===== src/rtl/project_pwm_pkg.sv =====
// Shared PWM definitions: counting modes, follower FSM state encoding, default width.
package project_pwm_pkg;

    localparam int W_DEFAULT = 16;

    localparam logic [1:0] MODE_OFF     = 2'b00;
    localparam logic [1:0] MODE_UP      = 2'b01;
    localparam logic [1:0] MODE_DOWN    = 2'b10;
    localparam logic [1:0] MODE_UP_DOWN = 2'b11;

    typedef enum logic [1:0] {
        ST_IDLE    = 2'd0,
        ST_ACQUIRE = 2'd1,
        ST_LOCKED  = 2'd2
    } state_t;

endpackage


===== src/rtl/project_period_count_step.sv =====
// One free-running count step (mode, count, direction, period) -> (next count, next direction).
// Shared by the period counter master and slave; direction 0 = up, 1 = down.
module project_period_count_step
    import project_pwm_pkg::*;
#(
    parameter int W = W_DEFAULT
) (
    input  logic [1:0]   mode,
    input  logic [W-1:0] count,
    input  logic         dir,
    input  logic [W-1:0] period,
    output logic [W-1:0] count_next,
    output logic         dir_next
);

    logic turn_dir;

    always_comb begin
        count_next = count;
        dir_next   = dir;
        turn_dir   = dir;
        case (mode)
            MODE_UP: begin
                count_next = (count >= period) ? '0 : count + 1'b1;
            end
            MODE_DOWN: begin
                count_next = (count == '0 || count > period) ? period : count - 1'b1;
            end
            MODE_UP_DOWN: begin
                // turn around on the end points before stepping
                if (count >= period)
                    turn_dir = 1'b1;
                else if (count == '0)
                    turn_dir = 1'b0;
                else
                    turn_dir = dir;
                if (period == '0)
                    count_next = '0;
                else
                    count_next = turn_dir ? count - 1'b1 : count + 1'b1;
                dir_next = turn_dir;
            end
            default: begin
                count_next = count;
            end
        endcase
    end

endmodule


===== src/rtl/project_period_counter_slave.sv =====
// Follower period counter: free count, phase realignment on accepted sync, lock tracking.
// Optional sync-loss watchdog enabled by defining PERIOD_SLAVE_SYNC_WATCHDOG_EN.
//
// state      | meaning
// IDLE       | mode OFF or sync disabled; free count only
// ACQUIRE    | free count, waiting for the first accepted sync
// LOCKED     | aligned to upstream; each sync checked against the free count
module project_period_counter_slave
    import project_pwm_pkg::*;
#(
    parameter int W = W_DEFAULT
) (
    input  logic         i_clk,
    input  logic         i_reset_n,
    input  logic         i_en,
    input  logic         i_sync_en,
    input  logic         i_sync,
    input  logic [1:0]   i_mode,
    input  logic [W-1:0] i_period,
    input  logic [W-1:0] i_phase,
    input  logic         i_phase_dir,
    output logic [W-1:0] o_period,
    output logic [W-1:0] o_period_next,
    output logic         o_sync,
    output logic         o_locked,
    output logic         o_resync,
    output logic         o_sync_lost
);

    state_t         state;
    logic [W-1:0]   count;
    logic           dir;
    logic [W-1:0]   free_next;
    logic           free_dir_next;
    logic [W-1:0]   phase_clamp;
    logic           load_dir;
    logic           accept;

    project_period_count_step #(.W(W)) u_step (
        .mode       (i_mode),
        .count      (count),
        .dir        (dir),
        .period     (i_period),
        .count_next (free_next),
        .dir_next   (free_dir_next)
    );

    assign accept      = i_en & i_sync_en & i_sync & (i_mode != MODE_OFF);
    assign phase_clamp = (i_phase > i_period) ? i_period : i_phase;

    // a phase landing on an end point must already be heading back inward
    always_comb begin
        load_dir = free_dir_next;
        if (i_mode == MODE_UP_DOWN) begin
            if (phase_clamp == i_period)
                load_dir = 1'b1;
            else if (phase_clamp == '0)
                load_dir = 1'b0;
            else
                load_dir = i_phase_dir;
        end
    end

    assign o_period_next = !i_en ? count : (accept ? phase_clamp : free_next);
    assign o_period      = count;

    always_ff @(posedge i_clk or negedge i_reset_n) begin
        if (!i_reset_n) begin
            count  <= '0;
            dir    <= 1'b0;
            o_sync <= 1'b0;
        end else if (i_en) begin
            count  <= o_period_next;
            dir    <= accept ? load_dir : free_dir_next;
            o_sync <= i_sync_en & (o_period_next == i_period);
        end
    end

`ifdef PERIOD_SLAVE_SYNC_WATCHDOG_EN
    logic [W+1:0] wd_count;
    logic [W+1:0] wd_inc;
    logic [W+1:0] wd_limit;

    assign wd_inc   = wd_count + 1'b1;
    assign wd_limit = {1'b0, i_period, 1'b0} + (W+2)'(2);
`else
    assign o_sync_lost = 1'b0;
`endif

    always_ff @(posedge i_clk or negedge i_reset_n) begin
        if (!i_reset_n) begin
            state    <= ST_ACQUIRE;
            o_locked <= 1'b0;
            o_resync <= 1'b0;
`ifdef PERIOD_SLAVE_SYNC_WATCHDOG_EN
            o_sync_lost <= 1'b0;
            wd_count    <= '0;
`endif
        end else if (i_en) begin
            o_resync <= 1'b0;
`ifdef PERIOD_SLAVE_SYNC_WATCHDOG_EN
            o_sync_lost <= 1'b0;
            wd_count    <= '0;
`endif
            if (i_mode == MODE_OFF || !i_sync_en) begin
                state    <= ST_IDLE;
                o_locked <= 1'b0;
            end else begin
                case (state)
                    ST_IDLE: begin
                        state <= ST_ACQUIRE;
                    end
                    ST_ACQUIRE: begin
                        if (accept) begin
                            state    <= ST_LOCKED;
                            o_locked <= 1'b1;
                        end
                    end
                    ST_LOCKED: begin
                        if (accept) begin
                            o_resync <= (free_next != phase_clamp);
                        end
`ifdef PERIOD_SLAVE_SYNC_WATCHDOG_EN
                        else if (wd_inc > wd_limit) begin
                            state       <= ST_ACQUIRE;
                            o_locked    <= 1'b0;
                            o_sync_lost <= 1'b1;
                        end else begin
                            wd_count <= wd_inc;
                        end
`endif
                    end
                    default: begin
                        state    <= ST_IDLE;
                        o_locked <= 1'b0;
                    end
                endcase
            end
        end
    end

endmodule


===== config.mk =====
export PLATFORM = sky130hd
export DESIGN_NAME = project_period_counter_slave
export DESIGN_NICKNAME = d
export VERILOG_FILES = /design/src/rtl/project_pwm_pkg.sv /design/src/rtl/project_period_count_step.sv /design/src/rtl/project_period_counter_slave.sv
export SDC_FILE = /design/constraint.sdc
export NUM_CORES = 1
export LEC_CHECK = 0
export ABC_AREA = 1
export CELL_PAD_IN_SITES_DETAIL_PLACEMENT = 0
export CELL_PAD_IN_SITES_GLOBAL_PLACEMENT = 1
export CORE_MARGIN = 2
export CORE_UTILIZATION = 38
export DETAILED_ROUTE_END_ITERATION = 8
export PLACE_DENSITY_LB_ADDON = 0.3
export SLEW_MARGIN = 40
export SYNTH_ARGS = -nofsm -noshare
export SYNTH_HDL_FRONTEND = slang
export SYNTH_SLANG_ARGS = --single-unit

===== constraint.sdc =====
create_clock -name i_clk -period 2.9 [get_ports i_clk]
set_input_delay 0.435 -clock i_clk [delete_from_list [all_inputs] [get_ports i_clk]]
set_output_delay 0.435 -clock i_clk [all_outputs]
set_load 0.02 [all_outputs]

==> results.cfg <==
[timing]
fmax_mhz = 334
period_needed_ps = 2990
setup-tns-final_ps = -913
fin_skew_ps = 7.65
finalSetupViolations = 16
rsz0062_at_grt = yes
fin_ws_ps = -94.0
maxSlewViolCount = 0
finalHoldViolations = 0
post-route-period-util = 1.03

[min_path]
worstHoldPathType = register to register
min_path_cells = 2
min-delay-start = o_sync
min_to = o_sync

[synth]
synth_edf_count = 0
syn_avg_cell_area_sq_um = 5.79
synth.area.top_cells = nand2_1, nand3_1, dfrtp_1
syn_inst = 864
synthSimpleGateAreaFrac = 0.584
post-synth-top-area-cell = nand2_1
synth_top_family_by_area = simple AND/OR/NAND/NOR gates
synth_flop_cell = dfrtp_1
synth_top_area_frac = 0.220
syn_nets = 939
synth_xor_area_frac = 0.0560
synth-async-reset-ratio = 1.00
synthAdderAreaFrac = 0.0876
yosysWarnings = 0
synth_seq_cells = 22
muxShareOfSynthArea = 0
synth_compound_area_frac = 0.0530
ys_types = 43
syn_area_sq_mm = 0.00500
seq_area_frac_synth = 0.110

[finish]
final_util = 0.705
area_growth_pct = 79.3
antenna_cells = 0
drive_gt1_frac = 0.456
most-common-layout-cells = nand2_1, buf_4, nand3_1
layout_commonest_cell = nand2_1
layout.nets = 1248
design_area_sq_mm = 0.00897

[clock_tree]
clk_pin_slew_ps = 80
cts_tree = done
cts_sinks = 22
clk_latency_ps = 280
postCtsHoldBufs = 0
cts.path.max_buffers = 2
cts.htree.levels = 1
cts_root_buf = clkbuf_16
tritoncts.num_buffers = 3

[detailed_routing]
wl_um = 23900
drt-initial-drc-count = 768
drtAntennaViolNets = 0
wire_per_inst_um = 17.8
drc_errors = 0
route.vias.total = 7206
first_pass_iters = 5
viasPerCell = 5.36

[setup_path]
critPathLaunchType = register
worst_setup_path_end_kind = output pin
r2r_start = o_period[13]
cp_slowest_cell = dfrtp_1
slowest_delay_ps = 410
r2r-end = o_sync
crit_chain = ha_4, nand4_1, nor2_4, nand2_4, buf_6, nand4_4, clkbuf_16, nor2_1, nor2_1, nand3_2, nand3_4, nand2_2, buf_6
worstPathMaxFanout = 8
reg2reg_depth = 21
worstSetupPathType = register to output pin
cp.required_ps = 2470
reg2reg_setup_slack_ps = 0
cp.arrival_ps = 2560

[status]
run_status = complete, but fails checks
violations = negative setup slack

[global_route]
antenna_found_initial = 0
grt_pass1_wl_um = 35800
grt_pass1_vias = 6733
grt_start_max_net_pins = 32
overflow = 0
grt_usage = 0.324

[power]
p_clk_frac = 0.080
switching_share = 0.511
p_leak_nw = 4.54
powerDensity_mw_per_mm2 = 521
p_comb_frac = 0.826
seq_power_share = 0.094
irDropWorstVdd_v = 0.000298
netSwitchingPower_mw = 2.38
p_int_mw = 2.28
finalPower_mw = 4.67

[placed_design]
io_buffers = 74
postPlaceCellArea_sq_mm = 0.00735
gp_congestion = 0.992
place_hpwl_um = 17300

[floorplan]
rows = 41
core_sq_mm = 0.0127
die_h_um = 119
die_x_um = 119
io_pins = 76
start_util = 0.393
dieArea_sq_mm = 0.0141

[run]
drv_cap = 0
[synthesized netlist by cell type (all sizes together) (2+ instances only)]
library cell / count
buf: 17
clkbuf: 7
nor3: 11
nand3: 157
inv: 95
clkinv: 5
nor2: 91
a21oi: 18
xnor2: 2
nand3b: 2
ha: 35
dfrtp: 21
xor2: 30
o21ai: 27
nor4: 7
nand4: 25
nand2: 308
[metrics by stage]
step / worst slack, ps / hold WS, ps / instances
2_1_floorplan: 157 / 139 / 864
3_3_place_gp: -983 / 465 / 1285
3_5_place_dp: -998 / 479 / 1285
4_1_cts: -30.1 / 498 / 1333
5_1_grt: -158 / 505 / 1344
6_report: -94.0 / 494 / 1344
[layout make-up]
type                            count  area [sq um]
Clock buffer                        4          88.8
Multi-Input combinational cell    720          4860
Fill cell                        1110          3750
Timing Repair Buffer              326          2870
Sequential cell                    22           553
Tap cell                          172           215
Inverter                          100           380
[how the worst max path moves through the flow]
stage                             from           endpoint  slack [ps]  depth (start not counted)
after floorplan            o_period[9]             o_sync         160                         20
after global placement    i_period[15]  o_period_next[12]        -980                         15
after detailed placement  i_period[15]  o_period_next[12]       -1000                         15
after CTS                 o_period[10]   o_period_next[9]         -30                         13
after global routing      o_period[11]           o_resync        -160                         21
final                     o_period[11]   o_period_next[2]         -90                         13
[timing repair]
action	in CTS	in global routing
gates cloned	6	1
endpoints found under the setup margin	19	19
gates resized for setup	305	109
buffers inserted	38	11
pin swaps	81	75
hold endpoints to repair	0	0
[sequential cells by signal (all words and copies together), names as in the netlist]
register / flops
o_sync: 1
o_locked: 1
o_resync: 1
dir: 1
state: 2
o_period: 16
[worst max-delay path: cells and delay by family, from the launching register on]
family,cells,cell delay [ps]
AND/OR/NAND/NOR,9,1140
adder cells (fa/ha/maj),1,290
flip-flops,1,410
buffers and inverters,3,420
[power groups by stage]
stage | combinational, mW | sequential [mW] | clock [mW]
2_1_floorplan | 1.62 | 0.542 | 0
3_3_place_gp | 3.08 | 0.420 | 0
3_5_place_dp | 3.08 | 0.424 | 0
4_1_cts | 3.52 | 0.438 | 0.365
5_1_grt | 4.10 | 0.447 | 0.376
6_report | 3.86 | 0.441 | 0.372
[layer usage]
metal	part of all wire	vias to the layer above	track usage
li1	-	3431	-
met1	0.43	3292	0.455
met2	0.44	411	0.504
met3	0.093	72	0.0507
met4	0.041	0	0.106
met5	0	-	0
[cell families (layout without fill, tap and decap cells)]
logic type	count (synthesis)	count (layout)
simple gates	602	604
buf+inv	124	430
compound gates	48	48
fa+ha+maj	35	35
xor+xnor	32	32
flops	22	22
other cells	1	1
Note: power is estimated with default switching activity, not from simulation.
